$ cat src/rtl/mandelbrot_host_driver_if.sv
// Bundle of the host request/result handshakes and the accelerator byte bus.
// The driver uses the slave view. The host and accelerator side uses the master view.
interface mandelbrot_host_driver_if;
  logic        req_valid;
  logic        req_ready;
  logic [31:0] req_cr;
  logic [31:0] req_ci;
  logic [6:0]  req_max_iter;
  logic        res_valid;
  logic        res_ready;
  logic [6:0]  res_iter;
  logic        res_escaped;
  logic [7:0]  acc_data;
  logic        acc_start;
  logic        acc_load_cr;
  logic        acc_load_ci;
  logic [6:0]  acc_iter;
  logic        acc_unbounded;

  modport master (
    output req_valid, req_cr, req_ci, req_max_iter, res_ready, acc_iter, acc_unbounded,
    input  req_ready, res_valid, res_iter, res_escaped,
           acc_data, acc_start, acc_load_cr, acc_load_ci
  );

  modport slave (
    input  req_valid, req_cr, req_ci, req_max_iter, res_ready, acc_iter, acc_unbounded,
    output req_ready, res_valid, res_iter, res_escaped,
           acc_data, acc_start, acc_load_cr, acc_load_ci
  );
endinterface

$ cat src/rtl/mandelbrot_host_driver.sv
// Host-side driver for the Mandelbrot accelerator: serialises Cr/Ci over the byte bus,
// watches the iteration counter and returns the escape result through a valid/ready handshake.
module mandelbrot_host_driver (
  input logic                      clk,
  input logic                      rst_n,
  mandelbrot_host_driver_if.slave  bus
);

  localparam logic [2:0] ST_IDLE    = 3'd0;
  localparam logic [2:0] ST_SEND_CR = 3'd1;
  localparam logic [2:0] ST_SEND_CI = 3'd2;
  localparam logic [2:0] ST_WAIT    = 3'd3;
  localparam logic [2:0] ST_RESULT  = 3'd4;

  logic [2:0]  state_q,       state_d;
  logic [1:0]  idx_q,         idx_d;
  logic [31:0] cr_q,          cr_d;
  logic [31:0] ci_q,          ci_d;
  logic [6:0]  lim_q,         lim_d;
  logic        req_ready_q,   req_ready_d;
  logic        res_valid_q,   res_valid_d;
  logic [6:0]  res_iter_q,    res_iter_d;
  logic        res_escaped_q, res_escaped_d;
  logic [7:0]  acc_data_q,    acc_data_d;
  logic        acc_start_q,   acc_start_d;
  logic        acc_load_cr_q, acc_load_cr_d;
  logic        acc_load_ci_q, acc_load_ci_d;

  function automatic logic [7:0] byte_sel(input logic [31:0] word, input logic [1:0] idx);
    logic [7:0] b;
    case (idx)
      2'd0:    b = word[7:0];
      2'd1:    b = word[15:8];
      2'd2:    b = word[23:16];
      default: b = word[31:24];
    endcase
    return b;
  endfunction

  // Next-state logic. The byte index names the byte that is on the bus after the edge.
  always_comb begin
    state_d       = state_q;
    idx_d         = idx_q;
    cr_d          = cr_q;
    ci_d          = ci_q;
    lim_d         = lim_q;
    req_ready_d   = req_ready_q;
    res_valid_d   = res_valid_q;
    res_iter_d    = res_iter_q;
    res_escaped_d = res_escaped_q;
    acc_data_d    = 8'h00;
    acc_start_d   = 1'b0;
    acc_load_cr_d = 1'b0;
    acc_load_ci_d = 1'b0;

    case (state_q)
      ST_IDLE: begin
        if (bus.req_valid && req_ready_q) begin
          state_d     = ST_SEND_CR;
          idx_d       = 2'd0;
          cr_d        = bus.req_cr;
          ci_d        = bus.req_ci;
          lim_d       = (bus.req_max_iter == 7'd0) ? 7'd127 : bus.req_max_iter;
          acc_data_d  = bus.req_cr[7:0];
          req_ready_d = 1'b0;
        end else begin
          state_d = ST_IDLE;
        end
      end
      ST_SEND_CR: begin
        if (idx_q != 2'd3) begin
          idx_d         = idx_q + 2'd1;
          acc_data_d    = byte_sel(cr_q, idx_d);
          acc_load_cr_d = (idx_d == 2'd3);
        end else begin
          state_d    = ST_SEND_CI;
          idx_d      = 2'd0;
          acc_data_d = ci_q[7:0];
        end
      end
      ST_SEND_CI: begin
        if (idx_q != 2'd3) begin
          idx_d         = idx_q + 2'd1;
          acc_data_d    = byte_sel(ci_q, idx_d);
          acc_load_ci_d = (idx_d == 2'd3);
          acc_start_d   = (idx_d == 2'd3);
        end else begin
          state_d = ST_WAIT;
          idx_d   = 2'd0;
        end
      end
      ST_WAIT: begin
        // Divergence wins over the limit when both happen on the same iteration.
        if (bus.acc_unbounded) begin
          state_d       = ST_RESULT;
          res_valid_d   = 1'b1;
          res_iter_d    = bus.acc_iter;
          res_escaped_d = 1'b1;
        end else if (bus.acc_iter == lim_q) begin
          state_d       = ST_RESULT;
          res_valid_d   = 1'b1;
          res_iter_d    = lim_q;
          res_escaped_d = 1'b0;
        end else begin
          state_d = ST_WAIT;
        end
      end
      ST_RESULT: begin
        if (res_valid_q && bus.res_ready) begin
          state_d     = ST_IDLE;
          res_valid_d = 1'b0;
          req_ready_d = 1'b1;
        end else begin
          state_d = ST_RESULT;
        end
      end
      default: begin
        state_d     = ST_IDLE;
        idx_d       = 2'd0;
        res_valid_d = 1'b0;
        req_ready_d = 1'b1;
      end
    endcase
  end

  // State and output registers with asynchronous reset.
  always_ff @(posedge clk or negedge rst_n) begin
    if (!rst_n) begin
      state_q       <= ST_IDLE;
      idx_q         <= 2'd0;
      cr_q          <= 32'h0000_0000;
      ci_q          <= 32'h0000_0000;
      lim_q         <= 7'd0;
      req_ready_q   <= 1'b1;
      res_valid_q   <= 1'b0;
      res_iter_q    <= 7'd0;
      res_escaped_q <= 1'b0;
      acc_data_q    <= 8'h00;
      acc_start_q   <= 1'b0;
      acc_load_cr_q <= 1'b0;
      acc_load_ci_q <= 1'b0;
    end else begin
      state_q       <= state_d;
      idx_q         <= idx_d;
      cr_q          <= cr_d;
      ci_q          <= ci_d;
      lim_q         <= lim_d;
      req_ready_q   <= req_ready_d;
      res_valid_q   <= res_valid_d;
      res_iter_q    <= res_iter_d;
      res_escaped_q <= res_escaped_d;
      acc_data_q    <= acc_data_d;
      acc_start_q   <= acc_start_d;
      acc_load_cr_q <= acc_load_cr_d;
      acc_load_ci_q <= acc_load_ci_d;
    end
  end

  assign bus.req_ready   = req_ready_q;
  assign bus.res_valid   = res_valid_q;
  assign bus.res_iter    = res_iter_q;
  assign bus.res_escaped = res_escaped_q;
  assign bus.acc_data    = acc_data_q;
  assign bus.acc_start   = acc_start_q;
  assign bus.acc_load_cr = acc_load_cr_q;
  assign bus.acc_load_ci = acc_load_ci_q;

endmodule

$ cat src/flat_wrapper.sv
// flat-port wrapper written by rule: the top's interface ports become plain ports
module mandelbrot_host_driver_flat 
  (clk, rst_n, bus_req_valid, bus_req_cr, bus_req_ci, bus_req_max_iter, bus_res_ready, bus_acc_iter, bus_acc_unbounded, bus_req_ready, bus_res_valid, bus_res_iter, bus_res_escaped, bus_acc_data, bus_acc_start, bus_acc_load_cr, bus_acc_load_ci);
  mandelbrot_host_driver_if bus_i ();
  input logic clk;
  input logic rst_n;
  input wire logic [$bits(bus_i.req_valid)-1:0] bus_req_valid;
  input wire logic [$bits(bus_i.req_cr)-1:0] bus_req_cr;
  input wire logic [$bits(bus_i.req_ci)-1:0] bus_req_ci;
  input wire logic [$bits(bus_i.req_max_iter)-1:0] bus_req_max_iter;
  input wire logic [$bits(bus_i.res_ready)-1:0] bus_res_ready;
  input wire logic [$bits(bus_i.acc_iter)-1:0] bus_acc_iter;
  input wire logic [$bits(bus_i.acc_unbounded)-1:0] bus_acc_unbounded;
  output wire logic [$bits(bus_i.req_ready)-1:0] bus_req_ready;
  output wire logic [$bits(bus_i.res_valid)-1:0] bus_res_valid;
  output wire logic [$bits(bus_i.res_iter)-1:0] bus_res_iter;
  output wire logic [$bits(bus_i.res_escaped)-1:0] bus_res_escaped;
  output wire logic [$bits(bus_i.acc_data)-1:0] bus_acc_data;
  output wire logic [$bits(bus_i.acc_start)-1:0] bus_acc_start;
  output wire logic [$bits(bus_i.acc_load_cr)-1:0] bus_acc_load_cr;
  output wire logic [$bits(bus_i.acc_load_ci)-1:0] bus_acc_load_ci;
  assign bus_i.req_valid = bus_req_valid;
  assign bus_i.req_cr = bus_req_cr;
  assign bus_i.req_ci = bus_req_ci;
  assign bus_i.req_max_iter = bus_req_max_iter;
  assign bus_i.res_ready = bus_res_ready;
  assign bus_i.acc_iter = bus_acc_iter;
  assign bus_i.acc_unbounded = bus_acc_unbounded;
  assign bus_req_ready = bus_i.req_ready;
  assign bus_res_valid = bus_i.res_valid;
  assign bus_res_iter = bus_i.res_iter;
  assign bus_res_escaped = bus_i.res_escaped;
  assign bus_acc_data = bus_i.acc_data;
  assign bus_acc_start = bus_i.acc_start;
  assign bus_acc_load_cr = bus_i.acc_load_cr;
  assign bus_acc_load_ci = bus_i.acc_load_ci;
  mandelbrot_host_driver u_core (.clk(clk), .rst_n(rst_n), .bus(bus_i));
endmodule
$ cat config.mk
export PLATFORM = sky130hd
export DESIGN_NAME = mandelbrot_host_driver_flat
export DESIGN_NICKNAME = d
export VERILOG_FILES = /design/src/rtl/mandelbrot_host_driver_if.sv /design/src/rtl/mandelbrot_host_driver.sv /design/src/flat_wrapper.sv
export SDC_FILE = /design/constraint.sdc
export NUM_CORES = 1
export LEC_CHECK = 0
export CAP_MARGIN = 20
export CORE_ASPECT_RATIO = 0.9
export CORE_UTILIZATION = 50
export DETAILED_ROUTE_END_ITERATION = 8
export PLACE_DENSITY_LB_ADDON = 0.3
export REMOVE_ABC_BUFFERS = 1
export SETUP_SLACK_MARGIN = 0.5
export SKIP_CTS_REPAIR_TIMING = 1
export SYNTH_ARGS = -nofsm -noshare
export SYNTH_HDL_FRONTEND = slang
export SYNTH_SLANG_ARGS = --single-unit
$ cat constraint.sdc
create_clock -name clk -period 2 [get_ports clk]
set_input_delay 0.2 -clock clk [delete_from_list [all_inputs] [get_ports clk]]
set_output_delay 0.2 -clock clk [all_outputs]
set_load 0.005 [all_outputs]
==> results.md <==
- Status: finished, final reports clean
- Worst Path Buf+Inv: 2
- Via Count: 4572
- Crit end category: flop
- Post-synth top cells: nand2_1, dfrtp_1, nand3_1
- Setup violators final: 0
- Post-Layout Cell Count: 761
- Clock sink total: 96
- Initial core utilization: 51.9%
- DR vias/cell: 6.01
- GPL Wtd Cong: 0.843
- Period utilization: 94.8%
- Post-synth EDFFs: 0
- Critical-path top delay cell: dfrtp_2
- Final hold vios: 0
- Grt total ovfl: 0
- RSZ-0062 raised after global routing: yes
- Share of the synthesized area in the top cell type: 53.2%
- Top-count cell post-synth: nand2_1
- Die extent in x: 102 um
- Most used DFF post-synth: dfrtp_1
- Die Area: 9320 um^2
- Worst slew margin: 59.9%
- Number of global-route vias before repair: 3761
- Most frequent CP cell: nand3_1
- Total CTS buffers: 9
- Dpl cells: 700
- Critical path class: flop to flop
- Least-Margin Pin Slew: 0.601 ns
- Initial DRC Count: 434
- Max-slew violation count: 0
- WP data required: 2.24 ns
- Fmax: 0.528 GHz
- CTS tree: done
- Min-delay worst type: input port to flop
- CP top delay family: flip-flops
- Sequential area share after synthesis: 53.8%
- Arr. time, crit path: 2.14 ns
- Post-Syn Area per Cell: 9.20 um^2
- Core Rows: 32
- Clock Skews: 0.0192 ns
- Layout overhead on the synthesized area: 63.0%
- IO Count: 104
- Post-synth cell types: 42
- ANT cells: 0
- Antenna violations before repair: 0
- Flops & latches, synth: 96
- Die Height: 91.7 um
- Max-cap violations: 0
- Share of layout cells above drive strength 1: 38.2%
- Pwr Density: 1270 nW/um^2
- CTS H-tree lvls: 3
- Post-route ant nets: 0
- Worst-skew pair later-pin latency: 0.38 ns
- Buffers on Ports: 103
- VDD IR max: 0.666 mV
- Post-synth design cell area: 4470 um^2
- Clock tree root driver cell: clkbuf_8
- Synth warnings: 0
- # nets final: 726
- DP HPWL: 7.48 mm
- Setup TNS: 0 ns
- Leak: 3.52 nW
- Crit-path max FO: 4
- First-pass GRT wire length: 17.4 mm
- WL final: 16.9 mm
- Slowest stage delay, CP: 0.46 ns
- FFs w/ async S/R, synth: 100%
- Clock Tree Buf Depth: 2
- Clk slew on worst S/H paths: 0.11 ns
- Largest net degree at the start of global routing: 55
- Gr usage total: 24.3%
- Fill count: 413
- Crit start category: flop
- Largest cells by area after synthesis: dfrtp_1, nand2_1, a222oi_1
- Detailed Routing Iterations Pass 1: 5
- Detailed-route wire length per cell: 22.1 um
- Fin util: 84.6%
- Core Area: 8610 um^2
- Syn Inst Count: 486
- Period minus WS final: 1.90 ns
- Worst path cell trace: buf_6, ha_4, buf_2, a222oi_1, nand2_1, nand3_1, nand3_1
- Post-synth top area cell: dfrtp_1
- Post-route DRC violation count: 0
==> through the flow <==
| stage | power [W] | cell area (um^2) | hold slack, ns | worst slack (ns) |
|---|---|---|---|---|
| 2_1_floorplan | 0.00486 | 4330 | -0.0956 | -1.16 |
| 3_3_place_gp | 0.00600 | 5720 | 0.246 | 0.0270 |
| 3_5_place_dp | 0.00616 | 5720 | 0.249 | -0.0413 |
| 4_1_cts | 0.00737 | 5910 | -0.150 | 0.0128 |
| 5_1_grt | 0.00966 | 7290 | 0.369 | 0.0798 |
| 6_report | 0.00928 | 7290 | 0.354 | 0.104 |
==> report_power, final <==
group,switching [W],internal [W],leakage (nW)
Combinational,0.00231,0.00229,2.20
Clock,0.000767,0.000479,0.0899
Sequential,0.000738,0.00269,1.23
==> flip-flops by register name, indices dropped and copies added, names as in the netlist <==
name	count
u_core.ci_q	32
u_core.cr_q	32
u_core.bus.acc_data	8
u_core.bus.res_iter	7
u_core.lim_q	7
u_core.state_q	3
u_core.idx_q	2
u_core.bus.acc_load_cr	1
u_core.bus.acc_start	1
u_core.bus.req_ready	1
u_core.bus.res_escaped	1
u_core.bus.res_valid	1
==> path summary, 6_finish.rpt <==
path                       slack [ns]                               end  depth (start not counted)                         from
max                              0.10  u_core.bus.acc_data[4]$_DFF_PN0_                          7  u_core.idx_q[0]$_DFFE_PN0P_
min                              0.35       u_core.ci_q[25]$_DFFE_PN0P_                          3               bus_req_ci[25]
max reg2reg                      0.10  u_core.bus.acc_data[4]$_DFF_PN0_                          7  u_core.idx_q[0]$_DFFE_PN0P_
min reg2reg                      0.50       u_core.ci_q[25]$_DFFE_PN0P_                          2  u_core.ci_q[25]$_DFFE_PN0P_
max in group asynchronous        0.96       u_core.cr_q[28]$_DFFE_PN0P_                          3                        rst_n
min in group asynchronous        0.38       u_core.ci_q[15]$_DFFE_PN0P_                          2                        rst_n
==> cell type report <==
type                    instances  area, um^2  area share (%)
flip-flops and latches         96        2410            33.1
multi-input cells             357        2600            35.7
repair buffers                168        1910            26.3
clock buffers                   9         124            1.70
inverters                       5        23.8           0.326
clock inverters                 7        63.8           0.876
well taps                     119         149            2.04
==> worst min-delay path: cells and delay by family <==
family	cells	cell delay (ns)
buffers and inverters	1	0.39
AND/OR/NAND/NOR	2	0.10
==> kinds of logic after synthesis <==
| group | Yosys count | synth area share, % |
|---|---|---|
| flip-flops | 96 | 53.8 |
| buffers and inverters | 34 | 3.50 |
| XOR/XNOR | 8 | 1.57 |
| AND/OR/NAND/NOR | 269 | 24.9 |
| AO/OA/AOI/OAI | 59 | 10.5 |
| adder cells (fa/ha/maj) | 6 | 1.68 |
| multiplexers | 14 | 4.12 |
==> cells in the final DEF, fill, tap and decap left out, drive strengths merged, types with 2 or more instances in the layout <==
master,Yosys,routed
ha,6,6
o22a,7,7
clkinv,0,2
a21oi,4,4
xor2,7,7
a222oi,16,16
nand3,18,18
mux2,14,14
dlymetal6s2s,0,3
dfrtp,95,95
buf,12,53
clkbuf,17,21
nor2,4,4
a32oi,2,2
nand2,228,228
nor2b,8,8
clkinvlp,0,2
and2,2,2
nor4,3,3
a21o,3,3
o21ai,17,17
inv,5,8
clkdlybuf4s50,0,99
or4,2,3
==> per-layer routing <==
metal | vias to the layer above | routed length [um] | global-route usage (%)
li1 | 1929 | - | -
met1 | 2209 | 5980 | 31.0
met2 | 336 | 8420 | 41.8
met3 | 98 | 1470 | 4.42
met4 | 0 | 979 | 7.25
met5 | - | 0 | 0
No activity file was read; power rests on OpenSTA's default activity.
==> variant: new RTL, config.mk and constraints unchanged <==
`acc_data_q` no longer has a reset.
--- a/src/rtl/mandelbrot_host_driver.sv
+++ b/src/rtl/mandelbrot_host_driver.sv
@@ -135,7 +135,6 @@
       res_valid_q   <= 1'b0;
       res_iter_q    <= 7'd0;
       res_escaped_q <= 1'b0;
-      acc_data_q    <= 8'h00;
       acc_start_q   <= 1'b0;
       acc_load_cr_q <= 1'b0;
       acc_load_ci_q <= 1'b0;
@@ -149,11 +148,14 @@
       res_valid_q   <= res_valid_d;
       res_iter_q    <= res_iter_d;
       res_escaped_q <= res_escaped_d;
-      acc_data_q    <= acc_data_d;
       acc_start_q   <= acc_start_d;
       acc_load_cr_q <= acc_load_cr_d;
       acc_load_ci_q <= acc_load_ci_d;
     end
+  end
+
+  always_ff @(posedge clk) begin
+    acc_data_q <= acc_data_d;
   end
 
   assign bus.req_ready   = req_ready_q;
Check against the original RTL: not equivalent (Yosys sat finds a counterexample within 4 cycles, from zero or initial values and one cycle with rst_n low).
==> variant against the unedited design <==
- via count down 5.8%
- setup slack better by 0.099 ns
- synthesized area down 0.90%
- sequential cell count unchanged
- clock skew down 0.010 ns
- combinational power down 12%
- wire length down 13%
- power down 5.8%
- design area down 6.5%
- critical path type unchanged
==> variant: results (changes against the unedited design) <==
Non-CTS buffers 160 (was 168); top cells by count, synth nand2_1, dfrtp_1, nand3_1 (unchanged); HP Class in -> reg (unchanged); first drt pass iteration count 6 (was 5); adder-cell share of the synthesized area 1.69% (was 1.68%); multi-input combinational cell count 356 (was 357); VDD IR max 0.622 mV (was 0.666 mV); worst stage delay on the critical path 0.43 ns (was 0.46 ns); wire per inst 19.5 um (was 22.1 um); Final non-clock buffer share 25.8% (was 26.3%); Syn-to-layout area delta 53.8% (was 63.0%); ranking of synthesized cells by area dfrtp_1, nand2_1, a222oi_1 (unchanged); GRT Total Usage 25.3% (was 24.3%); Seq area share 34.7% (was 33.1%); LEAKAGE 3.22 nW (was 3.52 nW); hold endpoint u_core.ci_q[20] (was u_core.ci_q[25]); DP Area 5720 um^2 (about the same); # placed instances 705 (was 700); Sw Share 38.5% (was 41.1%); slowest CP cell dfrtp_1 (was dfrtp_2); compound-cell area share of the yosys netlist 10.6% (was 10.5%); Core ar. 8570 um^2 (was 8610 um^2); Final Wtd Congestion 0.750 (was 0.843); skew final 0.00923 ns (was 0.0192 ns); mux cell area share after synthesis 4.15% (was 4.12%); Clock-cell share 3.07% (was 2.58%); Worst R2R End u_core.bus.res_iter[2] (was u_core.bus.acc_data[4]); Syn Area/Cell 9.11 um^2 (was 9.20 um^2); nets@finish 717 (was 726); Routed WL 14,700 um (was 16,900 um); FF-to-FF setup slack 0.20 ns (was 0.10 ns); vias in the first global route 3,805 (was 3,761); HP Start bus_req_ci[20] (was bus_req_ci[25]); outcome finished clean (unchanged); global-route wire length before repair 18,000 um (was 17,400 um); FF-to-FF path depth 5 (was 7); largest net degree at the start of global routing 51 (was 55); CLK BUF 12 (was 9); initial drt markers 447 (was 434); fill count 518 (was 413); register area share after synthesis 53.4% (was 53.8%); clock slew at reported path FFs 0.09 ns (was 0.11 ns); Cell variety after synth 43 (was 42); xor and xnor area share after synthesis 1.58% (was 1.57%); fraction of area in multi-input gates 33.9% (was 35.7%); FF-to-FF Start u_core.lim_q[5] (was u_core.idx_q[0]); CP arrival 2.04 ns (was 2.14 ns); pre-CTS setup slack -0.0164 ns (was -0.0413 ns); Worst-Skew Late Latency 0.36 ns (was 0.38 ns); #FFs+latches synth 96 (unchanged); hold_ws 0.352 ns (was 0.354 ns); Synth async-reset ratio 91.7% (was 100%); Tcrit/Tclk final 89.8% (was 94.8%)
[variant: cell types whose count changed in the layout (fill, tap and decap cells not counted), sizes merged]
cell and delta:
bufinv +1, buf -5, inv -3, clkdlybuf4s50 +2
clkinv -1, dfrtp -8, dfxtp +8, dlymetal6s2s -2
or4 -1
[variant: power by group through the flow]
| stage | clock (mW) | combinational (mW) | sequential, mW |
|---|---|---|---|
| CTS | 1.34 | 3.04 | 3.20 |
| global placement | 0 | 2.89 | 3.20 |
| finish | 1.34 | 4.03 | 3.37 |
| global route | 1.42 | 4.29 | 3.43 |
| floorplan | 0 | 1.72 | 3.14 |
| detailed placement | 0 | 2.99 | 3.23 |
[variant: worst min-delay path: stages]
cell	delay, ns
clkdlybuf4s50_1	0.40
nand2_1	0.05
nand2_1	0.04
[variant: per-layer routing]
layer	track usage, %	wire length (um)
met1	33.6	5640
met2	42.0	7270
met3	5.85	1220
met4	6.16	552
met5	0	0
